File: config.mk
export PLATFORM = sky130hd
export DESIGN_NAME = unidade_busca
export DESIGN_NICKNAME = d
export VERILOG_FILES = /design/src/rtl/unidade_busca.sv
export SDC_FILE = /design/constraint.sdc
export NUM_CORES = 1
export LEC_CHECK = 0
export BUFFER_PORTS_ARGS = -buffer_cell sky130_fd_sc_hd__buf_2
export CAP_MARGIN = 15
export CORE_MARGIN = 2
export CORE_UTILIZATION = 56
export CTS_CLUSTER_DIAMETER = 30
export DETAILED_ROUTE_END_ITERATION = 12
export PLACE_DENSITY = 0.87
export SLEW_MARGIN = 10
export SYNTH_ARGS = -nofsm -noshare
export SYNTH_HDL_FRONTEND = slang
export SYNTH_SLANG_ARGS = --single-unit
File: constraint.sdc
create_clock -name clk -period 8.4 [get_ports clk]
set_clock_uncertainty 0.05 [all_clocks]
set_input_delay 1.26 -clock clk [delete_from_list [all_inputs] [get_ports clk]]
set_output_delay 1.26 -clock clk [all_outputs]
set_load 0.005 [all_outputs]
File: src/rtl/unidade_busca.sv
// unidade_busca: instruction fetch stage of the MIPS core.
// Holds the PC, drives the combinational instruction memory and registers
// the returned word into the IF/ID register. Stall and the branch, jump and
// jump-register redirects resolve against the instruction held in IF/ID.
// Optional feature macro: BUSCA_ALINHAMENTO_EN. When it is defined, a JR to
// a misaligned address raises a sticky error and halts the stage.
module unidade_busca #(
    parameter logic [31:0] PC_INICIAL = 32'h0000_0000
) (
    input  logic        clk,
    input  logic        reset,
    input  logic        stall,
    input  logic        desvio,
    input  logic [15:0] imediato,
    input  logic        salto,
    input  logic [25:0] alvo,
    input  logic        salto_reg,
    input  logic [31:0] registrador,
    output logic [31:0] addr,
    input  logic [31:0] instrucao,
    output logic [31:0] if_instrucao,
    output logic [31:0] if_pc4,
    output logic        if_valido,
    output logic        erro_alinhamento
);

    logic [31:0] pc;
    logic        parado;

    // Branch target: word offset sign-extended, scaled by 4, added to PC+4.
    function automatic logic [31:0] alvo_desvio(input logic [31:0] base,
                                                input logic [15:0] imm);
        logic signed [31:0] desloc;
        desloc = {{14{imm[15]}}, imm, 2'b00};
        return base + desloc;
    endfunction

    // Jump target: upper four bits of PC+4 with the 26-bit word index.
    function automatic logic [31:0] alvo_salto(input logic [31:0] base,
                                               input logic [25:0] campo);
        return {base[31:28], campo, 2'b00};
    endfunction

    // Redirects only count when IF/ID holds a real instruction.
    logic redir_jr, redir_j, redir_b;
    assign redir_jr = if_valido && salto_reg;
    assign redir_j  = if_valido && salto;
    assign redir_b  = if_valido && desvio;

    // Fetch address is the PC itself.
    assign addr = pc;

`ifdef BUSCA_ALINHAMENTO_EN
    assign parado           = erro_alinhamento;
`else
    assign parado           = 1'b0;
    assign erro_alinhamento = 1'b0;
`endif

    // PC and IF/ID update: reset, halt, stall, JR, J, branch, sequential.
    always_ff @(posedge clk) begin
        if (reset) begin
            pc           <= PC_INICIAL;
            if_instrucao <= 32'h0;
            if_pc4       <= 32'h0;
            if_valido    <= 1'b0;
`ifdef BUSCA_ALINHAMENTO_EN
            erro_alinhamento <= 1'b0;
`endif
        end else if (parado || stall) begin
            // hold everything; dropped redirects are re-presented by decode
        end else if (redir_jr) begin
`ifdef BUSCA_ALINHAMENTO_EN
            if (registrador[1:0] != 2'b00) begin
                if_valido        <= 1'b0;
                erro_alinhamento <= 1'b1;
            end else begin
                pc           <= registrador;
                if_instrucao <= 32'h0;
                if_valido    <= 1'b0;
            end
`else
            pc           <= registrador & 32'hFFFF_FFFC;
            if_instrucao <= 32'h0;
            if_valido    <= 1'b0;
`endif
        end else if (redir_j) begin
            pc           <= alvo_salto(if_pc4, alvo);
            if_instrucao <= 32'h0;
            if_valido    <= 1'b0;
        end else if (redir_b) begin
            pc           <= alvo_desvio(if_pc4, imediato);
            if_instrucao <= 32'h0;
            if_valido    <= 1'b0;
        end else begin
            // IF -> IF/ID boundary
            if_instrucao <= instrucao;
            if_pc4       <= pc + 32'd4;
            if_valido    <= 1'b1;
            pc           <= pc + 32'd4;
        end
    end

endmodule
==> impl_metrics.prom, run 1 <==
# TYPE chip_impl_metric gauge
chip_impl_metric{name="final_cell_area_excluding_filler_cells",unit="um2"} 7700
chip_impl_metric{name="place_worst_setup_slack",unit="ps"} 4140
chip_impl_metric{name="setup_tns",unit="ps"} 0
chip_impl_info{name="ys.flop_type",value="dfxtp_1"} 1
chip_impl_metric{name="areaGrowthSynthToFinish",unit="%"} 21.2
chip_impl_metric{name="synth.cell_area",unit="um2"} 6350
chip_impl_metric{name="p_int",unit="W"} 0.000926
chip_impl_metric{name="drive_above_1_share",unit=""} 0.247
chip_impl_info{name="cp-start-kind",value="input port"} 1
chip_impl_info{name="worst_path_dominant_cell_family",value="compound AO/OA/AOI/OAI gates"} 1
chip_impl_metric{name="cts.sinks",unit=""} 97
chip_impl_metric{name="dp.final_hpwl",unit="mm"} 14.8
chip_impl_metric{name="setup_ws",unit="ps"} 4390
chip_impl_info{name="series_of_cell_instances_along_the_critical_path",value="buf_2, ha_1, fa_1, a21o_1, a221oi_2, o21ai_1, a31oi_1, o221ai_1, xor2_1, nand2_1, a311oi_1"} 1
chip_impl_metric{name="antenna_found_initial",unit=""} 0
chip_impl_metric{name="floorplan.io_pins",unit=""} 210
chip_impl_metric{name="switching_power",unit="W"} 0.000451
chip_impl_metric{name="synthesis.yosys.warnings",unit=""} 0
chip_impl_metric{name="initial_core_util",unit=""} 0.581
chip_impl_metric{name="syn_nets",unit=""} 967
chip_impl_metric{name="cts_hold_buffers",unit=""} 0
chip_impl_metric{name="critPathRequiredTime",unit="ps"} 8600
chip_impl_metric{name="via_per_inst",unit=""} 6.18
chip_impl_metric{name="route.final.wire_length",unit="mm"} 21.0
chip_impl_metric{name="count_of_endpoints_failing_setup_in_the_final_report",unit=""} 0
chip_impl_metric{name="critical_path.n_buffers_inverters",unit=""} 1
chip_impl_metric{name="grt_first_pass_wirelength",unit="mm"} 33.5
chip_impl_metric{name="totalPowerFinal",unit="W"} 0.00138
chip_impl_metric{name="avgSynthCellArea",unit="um2"} 7.70
chip_impl_metric{name="routedWlPerCell",unit="um"} 18.4
chip_impl_metric{name="die_width",unit="um"} 110
chip_impl_metric{name="finalHoldViolations",unit=""} 0
chip_impl_metric{name="power.switching_fraction",unit=""} 0.327
chip_impl_metric{name="timing.final.crit_share",unit=""} 0.477
chip_impl_metric{name="gp_congestion",unit=""} 0.979
chip_impl_metric{name="cp_slowest_stage_delay",unit="ps"} 470
chip_impl_metric{name="synth-seq-area-share",unit=""} 0.306
chip_impl_metric{name="floorplan.die_area",unit="um2"} 12200
chip_impl_metric{name="whs",unit="ps"} 423
chip_impl_metric{name="worst_slew_margin_rel",unit=""} 0.348
chip_impl_metric{name="timing.final.crit_period",unit="ps"} 4010
chip_impl_metric{name="number_of_synthesized_flops_with_an_enable_pin",unit=""} 0
chip_impl_metric{name="critPathMaxFanout",unit=""} 4
chip_impl_metric{name="timing.max_cap.violations",unit=""} 0
chip_impl_metric{name="fp.dieH",unit="um"} 110
chip_impl_info{name="critical-path-slowest-cell",value="a31oi_1"} 1
chip_impl_metric{name="placed_cell_area",unit="um2"} 7380
chip_impl_metric{name="worst-slew-pin-transition",unit="ps"} 978
chip_impl_metric{name="antenna_cells",unit=""} 0
chip_impl_metric{name="grt_max_degree",unit=""} 87
chip_impl_metric{name="synth_seq_cells",unit=""} 97
chip_impl_metric{name="final_antenna_net_count",unit=""} 0
chip_impl_info{name="min_path_type",value="reg2reg"} 1
chip_impl_metric{name="placement.io_buffers",unit=""} 206
chip_impl_metric{name="grt_util_all_layers",unit=""} 0.333
chip_impl_metric{name="ys_types",unit=""} 71
chip_impl_metric{name="detailroute.via_count",unit=""} 7035
chip_impl_metric{name="core.rowCount",unit=""} 38
chip_impl_metric{name="overflow",unit=""} 0
chip_impl_metric{name="drt-initial-drc-count",unit=""} 837
chip_impl_metric{name="power.share.sequential",unit=""} 0.387
chip_impl_metric{name="async_flop_share",unit=""} 0
chip_impl_info{name="status",value="finished clean"} 1
chip_impl_metric{name="post_cts_resized",unit=""} 0
chip_impl_metric{name="cts.clk_slew.worst_paths",unit="ps"} 70
chip_impl_metric{name="clock_tree.buffer_depth",unit=""} 2
chip_impl_metric{name="leakage_power",unit="nW"} 3.56
chip_impl_metric{name="clock_latency",unit="ps"} 350
chip_impl_metric{name="cts_made_buffers",unit=""} 9
chip_impl_metric{name="finalNetCount",unit=""} 1137
chip_impl_metric{name="ir_drop",unit="V"} 0.000199
chip_impl_metric{name="placeableCoreArea",unit="um2"} 10900
chip_impl_metric{name="p_comb_frac",unit=""} 0.283
chip_impl_info{name="grt_setup_unrepaired",value="false"} 1
chip_impl_metric{name="syn-instance-count",unit=""} 824
chip_impl_metric{name="route.detailed.drc",unit=""} 0
chip_impl_metric{name="arrival_time_worst_endpoint",unit="ps"} 4210
chip_impl_metric{name="cts_post_setup_buffers_inserted",unit=""} 0
chip_impl_metric{name="total_count_of_max_transition_violations_in_the_final_report",unit=""} 0
chip_impl_metric{name="power.clock.fraction",unit=""} 0.330
chip_impl_info{name="crit_path_end_kind",value="register"} 1
chip_impl_metric{name="cts_max_level",unit=""} 3
chip_impl_metric{name="pwr_density_cell",unit="nW/um2"} 179
chip_impl_metric{name="drt-pass1-iter-count",unit=""} 5
chip_impl_info{name="ctsRootBufferMaster",value="clkbuf_16"} 1
chip_impl_info{name="setup.worst_path.class",value="in2reg"} 1
chip_impl_metric{name="max_clock_freq",unit="MHz"} 250
chip_impl_info{name="cts_tree",value="yes"} 1
chip_impl_metric{name="grt_pass1_vias",unit=""} 6658
==> cell type report <==
cell class	instances	area, um2
multi-input cells	662	4130
fillers	957	3240
flip-flops and latches	97	1940
repair buffers	215	1100
clock buffers	10	239
well taps	140	175
clock inverters	5	80.1
inverters	9	33.8
==> synthesized netlist by cell type, types with 3 or more instances <==
cell type / number / area (um2)
o211ai_1: 11 / 82.6
a211oi_1: 40 / 300
o221ai_1: 9 / 78.8
ha_1: 30 / 375
clkbuf_1: 44 / 165
o31ai_1: 4 / 30.0
buf_6: 3 / 33.8
nand3_1: 18 / 90.1
and2_1: 5 / 31.3
nor2b_1: 3 / 18.8
o21a_1: 3 / 22.5
a21oi_1: 88 / 440
buf_4: 4 / 30.0
nand2b_1: 3 / 18.8
nand2_1: 61 / 229
nor2_1: 116 / 435
or3_1: 5 / 31.3
nor4_1: 5 / 31.3
nor3_1: 19 / 95.1
a31oi_1: 4 / 25.0
and4_1: 4 / 35.0
buf_2: 3 / 15.0
and3_1: 42 / 263
o21ai_0: 48 / 240
inv_1: 8 / 30.0
xnor2_1: 30 / 263
a22oi_1: 4 / 30.0
o21bai_1: 4 / 30.0
a221oi_1: 10 / 87.6
a311oi_1: 5 / 43.8
dfxtp_1: 97 / 1940
nand4_1: 10 / 62.6
a21o_1: 18 / 135
xor2_1: 22 / 193
==> sequential cells by signal, indices dropped and copies added, names as in the netlist <==
| name | count |
|---|---|
| addr | 32 |
| if_instrucao | 32 |
| if_pc4 | 32 |
| if_valido | 1 |
==> cell usage in the layout (no fill, tap or decap), types with 4 or more instances in the layout <==
cell type | Yosys | final
buf_2 | 3 | 206
ha_1 | 30 | 30
o211ai_1 | 11 | 11
a221oi_1 | 10 | 10
o21bai_1 | 4 | 4
a211oi_1 | 40 | 40
xnor2_1 | 30 | 30
a311oi_1 | 5 | 5
a22oi_1 | 4 | 4
o221ai_1 | 9 | 9
nand4_1 | 10 | 10
and3_1 | 42 | 42
clkbuf_16 | 0 | 9
buf_4 | 4 | 9
nor3_1 | 19 | 18
nand2_1 | 61 | 61
and2_1 | 5 | 5
inv_1 | 8 | 8
xor2_1 | 22 | 22
a21o_1 | 18 | 18
a31oi_1 | 4 | 4
or3_1 | 5 | 5
dfxtp_1 | 97 | 97
nand3_1 | 18 | 18
nor2_1 | 116 | 115
o31ai_1 | 4 | 4
o21ai_0 | 48 | 48
a21oi_1 | 88 | 88
and4_1 | 4 | 4
nor4_1 | 5 | 5
==> worst min-delay path: stages (launching register included) <==
cell,delay [ps]
dfxtp_1,330
nand2_1,60
a21oi_1,50
==> path summary, 6_finish.rpt <==
kind,startpoint,endpoint,slack [ps],depth (start not counted)
worst max-delay path,imediato[0],addr[18],4390,11
worst min-delay path,addr[0],if_pc4[0],420,2
worst max register to register,if_pc4[2],addr[18],5060,10
worst min register to register,addr[0],if_pc4[0],420,2
==> power groups by stage <==
stage	sequential, W	combinational [W]	clock (W)
2_1_floorplan	0.000538	0.000253	0
3_3_place_gp	0.000541	0.000373	0
3_5_place_dp	0.000542	0.000378	0
4_1_cts	0.000532	0.000382	0.000456
5_1_grt	0.000538	0.000428	0.000471
6_report	0.000533	0.000390	0.000454
==> metal layers <==
metal | global-route usage | up-vias | part of all wire | routed length, um
li1 | - | 3360 | - | -
met1 | 0.446 | 3201 | 0.41 | 8560
met2 | 0.507 | 408 | 0.45 | 9370
met3 | 0.0884 | 66 | 0.11 | 2240
met4 | 0.145 | 0 | 0.037 | 784
met5 | 0 | - | 0 | 0
==> cells by family after synthesis <==
group | count (synthesis) | synth area share
compound gates | 271 | 0.282
fa+ha+maj | 31 | 0.0623
xor+xnor | 52 | 0.0717
flops | 97 | 0.306
mux | 3 | 0.00591
buf+inv | 65 | 0.0449
simple gates | 304 | 0.227
other cells | 1 | 0.000591
==> metrics by stage <==
step,instances,utilization
finish,1138,0.704
global route,1138,0.704
CTS,1138,0.704
detailed placement,1123,0.675
global placement,1123,0.675
floorplan,824,-
(Power assumes the default switching activity.)
==> run 2: changes to the inputs <==
--- a/config.mk
+++ b/config.mk
@@ -5,13 +5,14 @@
 export SDC_FILE = /design/constraint.sdc
 export NUM_CORES = 1
 export LEC_CHECK = 0
+export ABC_AREA = 1
 export BUFFER_PORTS_ARGS = -buffer_cell sky130_fd_sc_hd__buf_2
 export CAP_MARGIN = 15
 export CORE_MARGIN = 2
-export CORE_UTILIZATION = 56
+export CORE_UTILIZATION = 53
 export CTS_CLUSTER_DIAMETER = 30
 export DETAILED_ROUTE_END_ITERATION = 12
-export PLACE_DENSITY = 0.87
+export PLACE_DENSITY = 0.81
 export SLEW_MARGIN = 10
 export SYNTH_ARGS = -nofsm -noshare
 export SYNTH_HDL_FRONTEND = slang
==> constraint.sdc (replaced) <==
create_clock -name clk -period 3.8 [get_ports clk]
set_clock_uncertainty 0.05 [all_clocks]
set_input_delay 0.57 -clock clk [delete_from_list [all_inputs] [get_ports clk]]
set_output_delay 0.57 -clock clk [all_outputs]
set_load 0.005 [all_outputs]
==> impl_metrics.prom, run 2 <==
# TYPE chip_impl_metric gauge
chip_impl_info{name="status",value="finished clean"} 1
chip_impl_metric{name="antenna_cells",unit=""} 0
chip_impl_info{name="worst_path_dominant_cell_family",value="simple AND/OR/NAND/NOR gates"} 1
chip_impl_info{name="min_path_type",value="in2reg"} 1
chip_impl_metric{name="cp_slowest_stage_delay",unit="ps"} 460
chip_impl_metric{name="floorplan.die_area",unit="um2"} 14500
chip_impl_metric{name="drt-pass1-iter-count",unit=""} 5
chip_impl_metric{name="ir_drop",unit="V"} 0.000326
chip_impl_metric{name="filler_cell_count",unit=""} 1315
chip_impl_metric{name="timing.final.crit_period",unit="ps"} 2500
chip_impl_metric{name="placed_cell_area",unit="um2"} 8300
chip_impl_metric{name="p_comb_frac",unit=""} 0.294
chip_impl_metric{name="arrival_time_worst_endpoint",unit="ps"} 2680
chip_impl_metric{name="count_of_endpoints_failing_setup_in_the_final_report",unit=""} 0
chip_impl_metric{name="worst-slew-pin-transition",unit="ps"} 1080
chip_impl_metric{name="syn-instance-count",unit=""} 1192
chip_impl_metric{name="gp_congestion",unit=""} 1.03
chip_impl_info{name="ys.flop_type",value="dfxtp_1"} 1
chip_impl_metric{name="fp.dieH",unit="um"} 121
chip_impl_metric{name="die_width",unit="um"} 121
chip_impl_metric{name="final_cell_area_excluding_filler_cells",unit="um2"} 8600
chip_impl_metric{name="cts_max_level",unit=""} 3
chip_impl_metric{name="finalNetCount",unit=""} 1514
chip_impl_metric{name="clock_tree.buffer_depth",unit=""} 2
chip_impl_metric{name="post-place-cells",unit=""} 1536
chip_impl_info{name="final_cell_mix",value="377 x nand2_1, 206 x buf_2, 143 x inv_1"} 1
chip_impl_metric{name="antenna_found_initial",unit=""} 2
chip_impl_metric{name="reg2reg_slack",unit="ps"} 1300
chip_impl_metric{name="placeableCoreArea",unit="um2"} 13200
chip_impl_info{name="synth.area.top_cells",value="dfxtp_1 27%, nand2_1 20%, inv_1 7.5%, a21oi_1 6.7%, nor2_1 5.5%"} 1
chip_impl_metric{name="critPathRequiredTime",unit="ps"} 3980
chip_impl_metric{name="ys_types",unit=""} 43
chip_impl_info{name="setup.worst_path.class",value="reg2reg"} 1
chip_impl_metric{name="setup_tns",unit="ps"} 0
chip_impl_info{name="grt_setup_unrepaired",value="false"} 1
chip_impl_metric{name="synthesis.yosys.warnings",unit=""} 0
chip_impl_metric{name="synth_largest_type_area_fraction",unit=""} 0.270
chip_impl_info{name="crit_path_end_kind",value="register"} 1
chip_impl_metric{name="power.share.sequential",unit=""} 0.389
chip_impl_metric{name="cts_post_setup_buffers_inserted",unit=""} 0
chip_impl_info{name="layout.cells.most_common",value="nand2_1"} 1
chip_impl_info{name="worstReg2RegStart",value="addr[2]"} 1
chip_impl_metric{name="floorplan.io_pins",unit=""} 210
chip_impl_metric{name="cts.clk_slew.worst_paths",unit="ps"} 70
chip_impl_metric{name="routedWlPerCell",unit="um"} 15.7
chip_impl_metric{name="avgSynthCellArea",unit="um2"} 6.04
chip_impl_metric{name="cts_hold_buffers",unit=""} 0
chip_impl_metric{name="max_clock_freq",unit="MHz"} 400
chip_impl_metric{name="initial_core_util",unit=""} 0.543
chip_impl_metric{name="grt_util_all_layers",unit=""} 0.335
chip_impl_metric{name="syn_nets",unit=""} 1335
chip_impl_metric{name="postLayoutCoreUtil",unit=""} 0.649
chip_impl_metric{name="via_per_inst",unit=""} 5.42
chip_impl_metric{name="power.switching_fraction",unit=""} 0.362
chip_impl_info{name="worstReg2RegEnd",value="addr[10]"} 1
chip_impl_metric{name="cts_made_buffers",unit=""} 9
chip_impl_metric{name="post_layout_nonfiller_instances",unit=""} 1552
chip_impl_metric{name="cts.sinks",unit=""} 97
chip_impl_metric{name="detailroute.via_count",unit=""} 8413
chip_impl_info{name="cp-start-kind",value="register"} 1
chip_impl_metric{name="pwr_density_cell",unit="nW/um2"} 358
chip_impl_metric{name="overflow",unit=""} 0
chip_impl_metric{name="synth_seq_cells",unit=""} 97
chip_impl_metric{name="number_of_synthesized_flops_with_an_enable_pin",unit=""} 0
chip_impl_metric{name="core.rowCount",unit=""} 42
chip_impl_metric{name="worst_slew_margin_rel",unit=""} 0.274
chip_impl_metric{name="timing.final.crit_share",unit=""} 0.658
chip_impl_metric{name="async_flop_share",unit=""} 0
chip_impl_metric{name="route.final.wire_length",unit="mm"} 24.3
chip_impl_metric{name="leakage_power",unit="nW"} 4.68
chip_impl_metric{name="total_count_of_max_transition_violations_in_the_final_report",unit=""} 0
chip_impl_metric{name="worstHoldPathCells",unit=""} 3
chip_impl_info{name="hold_start",value="instrucao[1]"} 1
chip_impl_metric{name="timing.max_cap.violations",unit=""} 0
chip_impl_metric{name="grt_first_pass_wirelength",unit="mm"} 38.0
chip_impl_info{name="series_of_cell_instances_along_the_critical_path",value="ha_1, nand2_2, nor2_1, nand2_1, xor2_1, o21ai_0, o221ai_1, a31oi_1"} 1
chip_impl_info{name="critical-path-slowest-cell",value="dfxtp_1"} 1
chip_impl_metric{name="dp.final_hpwl",unit="mm"} 19.0
chip_impl_info{name="netlist.top_cell.by_area",value="dfxtp_1"} 1
chip_impl_metric{name="critPathMaxFanout",unit=""} 6
chip_impl_metric{name="placement.io_buffers",unit=""} 206
chip_impl_info{name="synth.most_common_cell",value="nand2_1"} 1
chip_impl_metric{name="drt-initial-drc-count",unit=""} 678
chip_impl_metric{name="route.detailed.drc",unit=""} 0
chip_impl_metric{name="clock_latency",unit="ps"} 360
chip_impl_metric{name="final_antenna_net_count",unit=""} 0
chip_impl_info{name="ctsRootBufferMaster",value="clkbuf_16"} 1
chip_impl_metric{name="finalHoldViolations",unit=""} 0
chip_impl_metric{name="synth-seq-area-share",unit=""} 0.270
chip_impl_metric{name="critical_path.n_buffers_inverters",unit=""} 0
chip_impl_info{name="worstHoldEndpoint",value="if_instrucao[1]"} 1
chip_impl_metric{name="grt_pass1_vias",unit=""} 7637
chip_impl_metric{name="post_cts_resized",unit=""} 0
chip_impl_metric{name="grt_max_degree",unit=""} 47
chip_impl_metric{name="p_int",unit="W"} 0.00196
chip_impl_metric{name="areaGrowthSynthToFinish",unit="%"} 19.5
chip_impl_metric{name="drive_above_1_share",unit=""} 0.190
chip_impl_info{name="cts_tree",value="yes"} 1
chip_impl_metric{name="power.clock.fraction",unit=""} 0.317
chip_impl_metric{name="r2r_cells",unit=""} 8
chip_impl_metric{name="switching_power",unit="W"} 0.00111
chip_impl_metric{name="synth.cell_area",unit="um2"} 7200
chip_impl_info{name="netlist_top_cells_count",value="377 x nand2_1, 144 x inv_1, 106 x nor2_1"} 1
-- run 2: how the worst max path moves through the flow --
| stage | from | end | slack, ps | depth (start not counted) |
|---|---|---|---|---|
| after floorplan | imediato[0] | addr[20] | 1560 | 16 |
| after global placement | imediato[0] | addr[20] | 1080 | 17 |
| after detailed placement | imediato[0] | addr[20] | 1060 | 17 |
| after CTS | addr[2] | addr[14] | 1340 | 10 |
| after global routing | if_pc4[2] | addr[20] | 1150 | 16 |
| final | addr[2] | addr[10] | 1300 | 8 |
-- run 2: worst min-delay path, stage by stage --
cell and delay (ps):
buf_2 90, nand2_1 50, a21oi_1 50
-- run 2: stage by stage --
stage	setup WS (ps)	hold slack, ps	power, W
after floorplan	1560	403	0.00178
after global placement	1080	390	0.00210
after detailed placement	1060	396	0.00211
after CTS	1340	396	0.00307
after global routing	1150	402	0.00324
final	1300	397	0.00307
-- run 2: logic make-up after synthesis --
| family | after synthesis | synth area share |
|---|---|---|
| buffers and inverters | 194 | 0.107 |
| AO/OA/AOI/OAI | 216 | 0.166 |
| flip-flops | 97 | 0.270 |
| adder cells (fa/ha/maj) | 31 | 0.0549 |
| other | 1 | 0.000521 |
| XOR/XNOR | 27 | 0.0329 |
| AND/OR/NAND/NOR | 626 | 0.369 |
-- run 2: power groups by stage --
stage / logic (W) / clock network, W / registers (W)
3_5_place_dp: 0.000895 / 0 / 0.00122
3_3_place_gp: 0.000884 / 0 / 0.00121
6_report: 0.000905 / 0.000973 / 0.00120
5_1_grt: 0.00102 / 0.00102 / 0.00121
4_1_cts: 0.000900 / 0.000974 / 0.00119
2_1_floorplan: 0.000585 / 0 / 0.00120
-- run 2: per-layer routing --
layer | track usage | up-vias | wire (um)
li1 | - | 4193 | -
met2 | 0.567 | 371 | 11400
met3 | 0.0580 | 50 | 1910
met5 | 0 | - | 11
met1 | 0.413 | 3797 | 10000
met4 | 0.155 | 2 | 922
-- run 2: cell type report --
| type | instances | area, um2 | area share |
|---|---|---|---|
| multi-input combinational | 901 | 4480 | 0.522 |
| sequential | 97 | 1940 | 0.226 |
| timing repair buffer | 215 | 1100 | 0.128 |
| inverter | 147 | 552 | 0.0642 |
| clock buffer | 9 | 225 | 0.0262 |
| tap | 176 | 220 | 0.0256 |
| clock inverter | 7 | 76.3 | 0.00888 |
